--- src/rtl/renesas_cfg_seq_if.sv ---
// Command/response handshake between the config sequencer and the I2C byte master.
interface renesas_cfg_seq_if;
   logic       cmd_valid;
   logic       cmd_ready;
   logic [6:0] cmd_dev;
   logic [7:0] cmd_reg;
   logic [7:0] cmd_data;
   logic       rsp_valid;
   logic       rsp_nack;

   modport master (
      output cmd_valid, cmd_dev, cmd_reg, cmd_data,
      input  cmd_ready, rsp_valid, rsp_nack
   );

   modport slave (
      input  cmd_valid, cmd_dev, cmd_reg, cmd_data,
      output cmd_ready, rsp_valid, rsp_nack
   );
endinterface

--- src/rtl/renesas_cfg_seq.sv ---
// Replays 2-word config records from BRAM port B as I2C register writes.
// Optional NACK retry is enabled by defining RENESAS_SEQ_RETRY_EN.
module renesas_cfg_seq #(
   parameter int unsigned RD_LAT    = 1,
   parameter int unsigned DLY_TICK  = 1000,
   parameter int unsigned MAX_RETRY = 3
) (
   input  logic              sys_if_clk,
   input  logic              sys_if_rstn,
   input  logic              start,
   input  logic              abort,
   input  logic [15:0]       base_addr,
   input  logic [6:0]        dev_addr,
   output logic              i2c_web,
   output logic [15:0]       i2c_addrb,
   output logic [15:0]       i2c_dinb,
   input  logic [15:0]       i2c_doutb,
   renesas_cfg_seq_if.master cmd_if,
   output logic              busy,
   output logic              done,
   output logic              err,
   output logic [1:0]        err_code,
   output logic [15:0]       err_addr,
   output logic [15:0]       wr_count
);

   localparam logic [3:0] S_IDLE   = 4'd0;
   localparam logic [3:0] S_FETCH0 = 4'd1;
   localparam logic [3:0] S_FETCH1 = 4'd2;
   localparam logic [3:0] S_DECODE = 4'd3;
   localparam logic [3:0] S_CMD    = 4'd4;
   localparam logic [3:0] S_RSP    = 4'd5;
   localparam logic [3:0] S_DLY    = 4'd6;
   localparam logic [3:0] S_DONE   = 4'd7;
   localparam logic [3:0] S_ERR    = 4'd8;

   localparam int unsigned RETRY_W = $clog2(MAX_RETRY + 1) + 1;
`ifdef RENESAS_SEQ_RETRY_EN
   localparam int unsigned RETRY_LIM = MAX_RETRY;
`else
   localparam int unsigned RETRY_LIM = 0;
`endif
   localparam logic [RETRY_W-1:0] RETRY_LIM_W = RETRY_W'(RETRY_LIM);
   localparam logic [1:0]         LAT_MAX     = 2'(RD_LAT);
   localparam logic [31:0]        TICK_W      = 32'(DLY_TICK);

   logic [3:0]         state_q, state_d;
   logic [1:0]         lat_q, lat_d;
   logic [15:0]        ptr_q, ptr_d;
   logic [15:0]        w0_q, w0_d;
   logic [31:0]        dly_q, dly_d;
   logic [RETRY_W-1:0] retry_q, retry_d;
   logic [1:0]         pcode_q, pcode_d;
   logic [15:0]        addrb_q, addrb_d;
   logic               cmd_valid_q, cmd_valid_d;
   logic [6:0]         dev_q, dev_d;
   logic [7:0]         reg_q, reg_d;
   logic [7:0]         data_q, data_d;
   logic               busy_q, busy_d;
   logic               done_q, done_d;
   logic               err_q, err_d;
   logic [1:0]         code_q, code_d;
   logic [15:0]        eaddr_q, eaddr_d;
   logic [15:0]        wr_q, wr_d;
   logic               adv;

   assign i2c_web          = 1'b0;
   assign i2c_dinb         = 16'h0000;
   assign i2c_addrb        = addrb_q;
   assign cmd_if.cmd_valid = cmd_valid_q;
   assign cmd_if.cmd_dev   = dev_q;
   assign cmd_if.cmd_reg   = reg_q;
   assign cmd_if.cmd_data  = data_q;
   assign busy             = busy_q;
   assign done             = done_q;
   assign err              = err_q;
   assign err_code         = code_q;
   assign err_addr         = eaddr_q;
   assign wr_count         = wr_q;

   // Next-state and output decode; abort takes priority over every non-IDLE state
   always_comb begin
      state_d     = state_q;
      lat_d       = lat_q;
      ptr_d       = ptr_q;
      w0_d        = w0_q;
      dly_d       = dly_q;
      retry_d     = retry_q;
      pcode_d     = pcode_q;
      addrb_d     = addrb_q;
      cmd_valid_d = cmd_valid_q;
      dev_d       = dev_q;
      reg_d       = reg_q;
      data_d      = data_q;
      busy_d      = busy_q;
      done_d      = done_q;
      err_d       = err_q;
      code_d      = code_q;
      eaddr_d     = eaddr_q;
      wr_d        = wr_q;
      adv         = 1'b0;

      if (state_q != S_IDLE && abort) begin
         state_d     = S_IDLE;
         cmd_valid_d = 1'b0;
         busy_d      = 1'b0;
      end else begin
         case (state_q)
            S_IDLE: if (start) begin
               state_d = S_FETCH0;
               busy_d  = 1'b1;
               done_d  = 1'b0;
               err_d   = 1'b0;
               code_d  = 2'b00;
               eaddr_d = 16'h0000;
               wr_d    = 16'h0000;
               ptr_d   = base_addr;
               addrb_d = base_addr;
               lat_d   = 2'd0;
               retry_d = '0;
            end
            S_FETCH0: if (lat_q == LAT_MAX) begin
               w0_d    = i2c_doutb;
               addrb_d = ptr_q + 16'd1;
               lat_d   = 2'd0;
               state_d = S_FETCH1;
            end else begin
               lat_d = lat_q + 2'd1;
            end
            S_FETCH1: if (lat_q == LAT_MAX) begin
               data_d  = i2c_doutb[7:0];
               state_d = S_DECODE;
            end else begin
               lat_d = lat_q + 2'd1;
            end
            S_DECODE: case (w0_q[15:14])
               2'b00: state_d = S_DONE;
               2'b01: begin
                  dev_d       = dev_addr;
                  reg_d       = w0_q[7:0];
                  cmd_valid_d = 1'b1;
                  state_d     = S_CMD;
               end
               2'b10: if (w0_q[13:0] == 14'd0) begin
                  adv = 1'b1;
               end else begin
                  dly_d   = 32'(w0_q[13:0]) * TICK_W;
                  state_d = S_DLY;
               end
               default: begin
                  pcode_d = 2'b10;
                  state_d = S_ERR;
               end
            endcase
            S_CMD: if (cmd_if.cmd_ready) begin
               cmd_valid_d = 1'b0;
               state_d     = S_RSP;
            end
            S_RSP: if (cmd_if.rsp_valid) begin
               if (!cmd_if.rsp_nack) begin
                  if (wr_q != 16'hFFFF) wr_d = wr_q + 16'd1;
                  adv = 1'b1;
               end else if (retry_q != RETRY_LIM_W) begin
                  retry_d     = retry_q + RETRY_W'(1);
                  cmd_valid_d = 1'b1;
                  state_d     = S_CMD;
               end else begin
                  pcode_d = 2'b01;
                  state_d = S_ERR;
               end
            end
            S_DLY: if (dly_q <= 32'd1) begin
               adv = 1'b1;
            end else begin
               dly_d = dly_q - 32'd1;
            end
            S_DONE: begin
               done_d  = 1'b1;
               busy_d  = 1'b0;
               state_d = S_IDLE;
            end
            S_ERR: begin
               err_d   = 1'b1;
               code_d  = pcode_q;
               eaddr_d = ptr_q;
               busy_d  = 1'b0;
               state_d = S_IDLE;
            end
            default: state_d = S_IDLE;
         endcase

         // Step to the next record unless its word1 would wrap past 16'hFFFF
         if (adv) begin
            if (ptr_q >= 16'hFFFE) begin
               pcode_d = 2'b11;
               state_d = S_ERR;
            end else begin
               ptr_d   = ptr_q + 16'd2;
               addrb_d = ptr_q + 16'd2;
               lat_d   = 2'd0;
               retry_d = '0;
               state_d = S_FETCH0;
            end
         end
      end
   end

   always_ff @(posedge sys_if_clk) begin
      if (!sys_if_rstn) begin
         state_q     <= S_IDLE;
         lat_q       <= 2'd0;
         ptr_q       <= 16'h0000;
         w0_q        <= 16'h0000;
         dly_q       <= 32'd0;
         retry_q     <= '0;
         pcode_q     <= 2'b00;
         addrb_q     <= 16'h0000;
         cmd_valid_q <= 1'b0;
         dev_q       <= 7'h00;
         reg_q       <= 8'h00;
         data_q      <= 8'h00;
         busy_q      <= 1'b0;
         done_q      <= 1'b0;
         err_q       <= 1'b0;
         code_q      <= 2'b00;
         eaddr_q     <= 16'h0000;
         wr_q        <= 16'h0000;
      end else begin
         state_q     <= state_d;
         lat_q       <= lat_d;
         ptr_q       <= ptr_d;
         w0_q        <= w0_d;
         dly_q       <= dly_d;
         retry_q     <= retry_d;
         pcode_q     <= pcode_d;
         addrb_q     <= addrb_d;
         cmd_valid_q <= cmd_valid_d;
         dev_q       <= dev_d;
         reg_q       <= reg_d;
         data_q      <= data_d;
         busy_q      <= busy_d;
         done_q      <= done_d;
         err_q       <= err_d;
         code_q      <= code_d;
         eaddr_q     <= eaddr_d;
         wr_q        <= wr_d;
      end
   end

endmodule

--- src/flat_wrapper.sv ---
// flat-port wrapper written by rule: the top's interface ports become plain ports
module renesas_cfg_seq_flat 
#(
   parameter int unsigned RD_LAT    = 1,
   parameter int unsigned DLY_TICK  = 1000,
   parameter int unsigned MAX_RETRY = 3
)
  (sys_if_clk, sys_if_rstn, start, abort, base_addr, dev_addr, i2c_web, i2c_addrb, i2c_dinb, i2c_doutb, busy, done, err, err_code, err_addr, wr_count, cmd_if_cmd_valid, cmd_if_cmd_dev, cmd_if_cmd_reg, cmd_if_cmd_data, cmd_if_cmd_ready, cmd_if_rsp_valid, cmd_if_rsp_nack);
  renesas_cfg_seq_if cmd_if_i ();
  input  logic sys_if_clk;
  input  logic sys_if_rstn;
  input  logic start;
  input  logic abort;
  input  logic [15:0] base_addr;
  input  logic [6:0] dev_addr;
  output logic i2c_web;
  output logic [15:0] i2c_addrb;
  output logic [15:0] i2c_dinb;
  input  logic [15:0] i2c_doutb;
  output logic busy;
  output logic done;
  output logic err;
  output logic [1:0] err_code;
  output logic [15:0] err_addr;
  output logic [15:0] wr_count;
  output wire logic [$bits(cmd_if_i.cmd_valid)-1:0] cmd_if_cmd_valid;
  output wire logic [$bits(cmd_if_i.cmd_dev)-1:0] cmd_if_cmd_dev;
  output wire logic [$bits(cmd_if_i.cmd_reg)-1:0] cmd_if_cmd_reg;
  output wire logic [$bits(cmd_if_i.cmd_data)-1:0] cmd_if_cmd_data;
  input wire logic [$bits(cmd_if_i.cmd_ready)-1:0] cmd_if_cmd_ready;
  input wire logic [$bits(cmd_if_i.rsp_valid)-1:0] cmd_if_rsp_valid;
  input wire logic [$bits(cmd_if_i.rsp_nack)-1:0] cmd_if_rsp_nack;
  assign cmd_if_cmd_valid = cmd_if_i.cmd_valid;
  assign cmd_if_cmd_dev = cmd_if_i.cmd_dev;
  assign cmd_if_cmd_reg = cmd_if_i.cmd_reg;
  assign cmd_if_cmd_data = cmd_if_i.cmd_data;
  assign cmd_if_i.cmd_ready = cmd_if_cmd_ready;
  assign cmd_if_i.rsp_valid = cmd_if_rsp_valid;
  assign cmd_if_i.rsp_nack = cmd_if_rsp_nack;
  renesas_cfg_seq #(.RD_LAT(RD_LAT), .DLY_TICK(DLY_TICK), .MAX_RETRY(MAX_RETRY)) u_core (.sys_if_clk(sys_if_clk), .sys_if_rstn(sys_if_rstn), .start(start), .abort(abort), .base_addr(base_addr), .dev_addr(dev_addr), .i2c_web(i2c_web), .i2c_addrb(i2c_addrb), .i2c_dinb(i2c_dinb), .i2c_doutb(i2c_doutb), .cmd_if(cmd_if_i), .busy(busy), .done(done), .err(err), .err_code(err_code), .err_addr(err_addr), .wr_count(wr_count));
endmodule
--- config.mk ---
export PLATFORM = sky130hd
export DESIGN_NAME = renesas_cfg_seq_flat
export DESIGN_NICKNAME = d
export VERILOG_FILES = /design/src/rtl/renesas_cfg_seq_if.sv /design/src/rtl/renesas_cfg_seq.sv /design/src/flat_wrapper.sv
export SDC_FILE = /design/constraint.sdc
export NUM_CORES = 1
export LEC_CHECK = 0
export ABC_AREA = 1
export ABC_CLOCK_PERIOD_IN_PS = 4900
export BUFFER_PORTS_ARGS = -buffer_cell sky130_fd_sc_hd__buf_2
export CAP_MARGIN = 15
export CORE_UTILIZATION = 40
export DETAILED_ROUTE_END_ITERATION = 6
export GPL_TIMING_DRIVEN = 0
export SYNTH_ARGS = -nofsm -noshare
export SYNTH_HDL_FRONTEND = slang
export SYNTH_SLANG_ARGS = --single-unit
--- constraint.sdc ---
create_clock -name sys_if_clk -period 4.9 [get_ports sys_if_clk]
set_input_delay 0.245 -clock sys_if_clk [delete_from_list [all_inputs] [get_ports sys_if_clk]]
set_output_delay 0.245 -clock sys_if_clk [all_outputs]
set_load 0.05 [all_outputs]
After elaboration in Yosys (flattened, before gate mapping)
Index checks and enable logic that the tools add are counted.

Register bits: 152. Bits in latches: 0. Bits in writable memories: 0. Memory bits (read-only): 0. Input bits: 46. Output and inout port bits: 94. Logic and storage cells: 156. Memories kept: 0.

Add/subtract/negate cells: 6. $mul: 1. Divide/modulo/power cells: 0. Order comparisons: 2. Equal/unequal tests: 31. Shift operators: 0. Mux-type cells: 71. Bitwise operators: 2. Reduce and logical (&&, ||, !) cells: 25.

Operator list (number): $mux W16 (12); $mux W32 (3); $pmux W16 S2 (3); $pmux W32 S2 (1); $mux W4 (10); $add A16 B1 Y16 const B (2); $le A32 B1 Y1 const B (1); $sub A32 B1 Y32 const B (1); $pmux W4 S7 (1); $mux W2 (12); $mul A14 B7 Y21 const B (1); $mux W3 (6); $add A16 B2 Y16 const B (1); $eq A4 B3 Y1 const B (4); $ge A16 B16 Y1 const B (1); $ne A16 B16 Y1 const B (1); $ne A2 B2 Y1 const B (8); $reduce_and A3 Y1 (5); $logic_not A14 Y1 (1); $mux W1 (13); $ne A3 B2 Y1 const B (4); $pmux W4 S3 (1); $reduce_and A6 Y1 (2); $reduce_bool A2 Y1 (5); other kinds (26) (39).

Depth between registers and ports, before layout
Depth after elaboration: 7. Mapped depth: 20. Mapped depth without buffers: 20.

Least setup slack after synthesis
Ideal clock, no wire load.

Kind: register to register. Start: reg u_core.w0_q[7]. End: reg u_core.dly_q[20]. Library setup time: 0.117 ns. Data arrival time: 3.745 ns. Required time: 4.783 ns. Slack: 1.038 ns. Stages on the path, launching flop included: 18. Path buffers: 0. Clock period less this slack: 3.862 ns. Path through: dfxtp_1 > inv_1 > fa_1 > fa_1 > inv_1 > fa_1 > inv_1 > fa_1 > inv_1 > ha_1 > nand2_1 > nor2_1 > nand2_1 > or2_2 > a21oi_1 > nor2_1 > nor2_1 > nor2_1.

Word-level cells in the longest chain between the ends: 4. Elaborated cells between the ends (all ways): 7.

Ends and longest elaborated chain: start, declared (line renesas_cfg_seq.sv:50) `logic [15:0] w0_q, w0_d;`; start signal, assigned (line renesas_cfg_seq.sv:232) `w0_q <= w0_d;`; $mul A14 B7 Y21 (line renesas_cfg_seq.sv:147) `dly_d = 32'(w0_q[13:0]) * TICK_W;`; $mux W32 (line renesas_cfg_seq.sv:144) `2'b10: if (w0_q[13:0] == 14'd0) begin`; $mux W32 (line renesas_cfg_seq.sv:136) `S_DECODE: case (w0_q[15:14])`; $pmux W32 S2 (line renesas_cfg_seq.sv:108) `case (state_q)`; end signal, assigned (line renesas_cfg_seq.sv:233) `dly_q <= dly_d;`; end, declared (line renesas_cfg_seq.sv:51) `logic [31:0] dly_q, dly_d;`.

Several ways; a longest one is shown, not always the timed one. The select of a mux whose other input is x is not followed. A chain may end at the register's enable or synchronous reset.

Worst setup path after layout
Start: reg u_core.w0_q[8]. End: reg u_core.dly_q[22].

The elaborated chain is that of the path after synthesis.

==> impl_results.md <==
- Outcome: completed
- Yosys cell types: 50
- Final setup fails: 0
- Combinational power share: 0.530
- Worst Max-Slew Pin Slew: 1.09 ns
- Die area: 29,200 µm²
- Max-Cap Viols: 0
- CTS resizes: 0
- Worst min-delay path class: in2reg
- Number of H-tree levels: 4
- Root Driver: clkbuf_16
- Period utilisation layout: 0.900
- Setup WS post-layout: 0.491 ns
- Clock buffer depth: 2
- Main combinational cell family by area after synthesis: simple AND/OR/NAND/NOR gates
- Fillcell total: 2,981
- Post-DP HPWL: 27,400 µm
- Via count of the first global-routing pass: 10,761
- Antenna viol nets, final: 0
- Mux share of post-synthesis cell area: 0.000877
- XOR/XNOR share of the synthesized area: 0.0299
- Yosys warning total: 0
- Cells after DPL: 2,238
- Clk Latency, worst-skew pair: 0.44 ns
- Crit-path max FO: 6
- Final Hold Fails: 0
- Layout Area Growth over Synthesis: 14.9%
- Post-synthesis compound-gate area fraction: 0.137
- Fin Setup TNS: 0 ns
- Routed wire per std cell: 16.0 µm
- Non-Filler Instances: 2,271
- DRT Wirelength: 36,300 µm
- Crit start category: flip-flop
- Register Area: 3040 µm²
- Reg-to-reg startpoint: u_core.w0_q[8]$_SDFFE_PN0P_
- CP Data Arrival Time: 4.77 ns
- Total GRT Usage: 0.254
- Hold_buf cts: 0
- Highest clock rate: 227 MHz
- Die width: 171 µm
- WP data required: 5.26 ns
- Synth Area in Simple Gates: 0.304
- IO Port Bufs: 122
- Remaining Overflow, GRT: 0
- Worst-path clk slew: 0.08 ns
- Worst Setup End Kind: flip-flop
- Drt first pass iters: 5
- Design area: 13,100 µm²
- DR vias: 11,679
- Async set-reset flop share out of synthesis: 0
- Crit-path cells: inv_1 > fa_1 > fa_1 > inv_1 > fa_1 > inv_1 > fa_1 > inv_1 > ha_1 > nand2_1 > inv_1 > a21boi_0 > nor2_1 > nor2_1 > nand2_1 > nand2_1 > nand3_1 > a21oi_1
- I/O pin count: 140
- Most flops, register: u_core.dly_q
- Sw Share: 0.503
- Largest register FFs: 32
- CP top delay family: adder cells
- Final nets: 2,035
- Post-synthesis register bit count: 152
- Worst slew margin: 0.266
- Seq/Total Area, Yosys: 0.267
- Synth Area per Inst: 6.63 µm²
- Internal power: 3.10 mW
- Buf/Inv on CP: 5
- P_sw: 3.13 mW
- CP most frequent cell: inv_1
- CTS Sinks: 152
- Slowest CP cell: fa_1
- Worst hold start: dev_addr[3]
- Dpl ws: 0.561 ns
- Area of the multi-input gates: 7160 µm²
- Pwr dens: 475 nW/µm²
- Post-Place Cell Area: 12,600 µm²
- Iter 0 DRT Violations: 937
- Flop pwr share: 0.258
- CP max stage delay: 0.52 ns
- Post-synth EDFFs: 0
- Main synth FF type: dfxtp_1
- Fin util: 0.469
- Leakage: 6.41 nW
- Drc violations: 0
- Detail-routed via count per cell: 5.14
- Fin crit period: 4.41 ns
- First-pass GRT wire length: 57,300 µm
- CTS tree: built
- Rows: 61
- RSZ-0062 raised after global routing: no
- Post-Synthesis Cells: 1,722
- Adder-Cell Fraction of Synth Area: 0.151
- Clock Skews: 0.0196 ns
- Die height: 171 µm
- Final max-slew violation count: 0
- Initial antenna violation count: 1
- TritonCTS buffer count: 17
- Largest net degree at the start of global routing: 17
- Peak supply drop: 0.252 mV
- Core box area: 27,900 µm²
- Post-CTS Setup Inserts: 0
- Share of layout cells above drive strength 1: 0.121
- Synthesized area: 11,400 µm²
- Crit path from: u_core.w0_q[8]$_SDFFE_PN0P_
- Crit path kind: reg2reg
- Gpl congestion: 0.938
- Starting Density: 0.408
- Clock share of power: 0.211
-- worst min-delay path, cell delays in order --
cell and delay (ns):
buf_2 0.07, nor2_1 0.04, nor2_1 0.08
-- power by group through the flow --
stage,clock network [mW],registers (mW),logic [mW]
6_report,1.32,1.61,3.30
5_1_grt,1.37,1.63,3.69
4_1_cts,1.32,1.60,3.27
3_5_place_dp,0,1.63,3.25
3_3_place_gp,0,1.63,3.22
2_1_floorplan,0,1.78,2.22
-- cells by family (layout without fill, tap and decap cells) --
kind of cell | Yosys count | count (layout)
muxes | 1 | 1
AOI/OAI and AO/OA | 294 | 294
xor gates and xnor gates | 39 | 39
adders and majority gates | 110 | 110
buffers and inverters | 305 | 459
and+or+nand+nor | 820 | 820
DFF | 152 | 152
other | 1 | 18
-- worst paths after layout --
| path | endpoint | slack (ns) | depth (start not counted) |
|---|---|---|---|
| setup / recovery | u_core.dly_q[22]$_SDFFE_PN0P_ | 0.49 | 18 |
| hold / removal | u_core.cmd_if.cmd_dev[3]$_SDFFE_PN0P_ | 0.03 | 3 |
| setup reg to reg | u_core.dly_q[22]$_SDFFE_PN0P_ | 0.49 | 18 |
| hold reg to reg | u_core.lat_q[1]$_SDFFE_PN0N_ | 0.46 | 2 |
-- synthesized netlist by cell type, drive strengths merged, types with 2 or more instances --
library cell / instances / area [µm²]
a21boi: 2 / 15.0
o21a: 3 / 22.5
o221ai: 3 / 26.3
fa: 46 / 921
xor2: 25 / 219
inv: 223 / 837
and2: 3 / 18.8
nor3: 15 / 96.4
o211ai: 5 / 37.5
o21ai: 126 / 631
buf: 44 / 288
a211oi: 5 / 37.5
or2: 3 / 18.8
o21bai: 5 / 37.5
dfxtp: 152 / 3040
nand3b: 8 / 60.1
a21o: 2 / 15.0
a21oi: 134 / 671
nand4: 23 / 144
nand2: 403 / 1530
xnor2: 14 / 123
clkbuf: 37 / 140
nand3: 123 / 638
nor2: 237 / 927
a31oi: 4 / 25.0
nor4: 4 / 25.0
ha: 64 / 801
-- metal layers --
metal | global-route usage | up-vias | part of all wire
met2 | 0.386 | 426 | 0.43
met3 | 0.0442 | 47 | 0.078
met5 | 0 | - | 0
met1 | 0.366 | 5405 | 0.48
li1 | - | 5801 | -
met4 | 0.0714 | 0 | 0.018
-- cell usage in the layout (no fill, tap or decap), types with 5 or more instances in the layout --
cell | Yosys | final
a211oi_1 | 5 | 5
a21oi_1 | 134 | 134
buf_2 | 20 | 142
buf_4 | 18 | 18
clkbuf_1 | 36 | 37
clkbuf_16 | 0 | 17
conb_1 | 1 | 17
dfxtp_1 | 152 | 152
fa_1 | 46 | 46
ha_1 | 64 | 64
inv_1 | 213 | 213
inv_2 | 10 | 10
nand2_1 | 397 | 397
nand2_2 | 6 | 6
nand3_1 | 120 | 120
nand3b_1 | 8 | 8
nand4_1 | 23 | 23
nor2_1 | 230 | 230
nor3_1 | 12 | 12
o211ai_1 | 5 | 5
o21ai_0 | 112 | 112
o21ai_1 | 14 | 14
o21bai_1 | 5 | 5
xnor2_1 | 14 | 14
xor2_1 | 25 | 25
-- per-stage QoR --
| stage | total power, mW | hold WS, ns |
|---|---|---|
| 2_1_floorplan | 3.99 | 0.380 |
| 3_3_place_gp | 4.85 | 0.442 |
| 3_5_place_dp | 4.88 | 0.449 |
| 4_1_cts | 6.20 | 0.0315 |
| 5_1_grt | 6.68 | 0.0391 |
| 6_report | 6.23 | 0.0312 |
-- layout make-up --
type | instances | area share
multi-input combinational | 1281 | 0.546
sequential | 152 | 0.232
inverter | 224 | 0.0641
timing repair buffer | 122 | 0.0466
tap | 378 | 0.0361
clock buffer | 19 | 0.0338
buffer | 81 | 0.0326
clock inverter | 13 | 0.00840
antenna | 1 | 0.000191
Power figures use the tool's default switching activity.
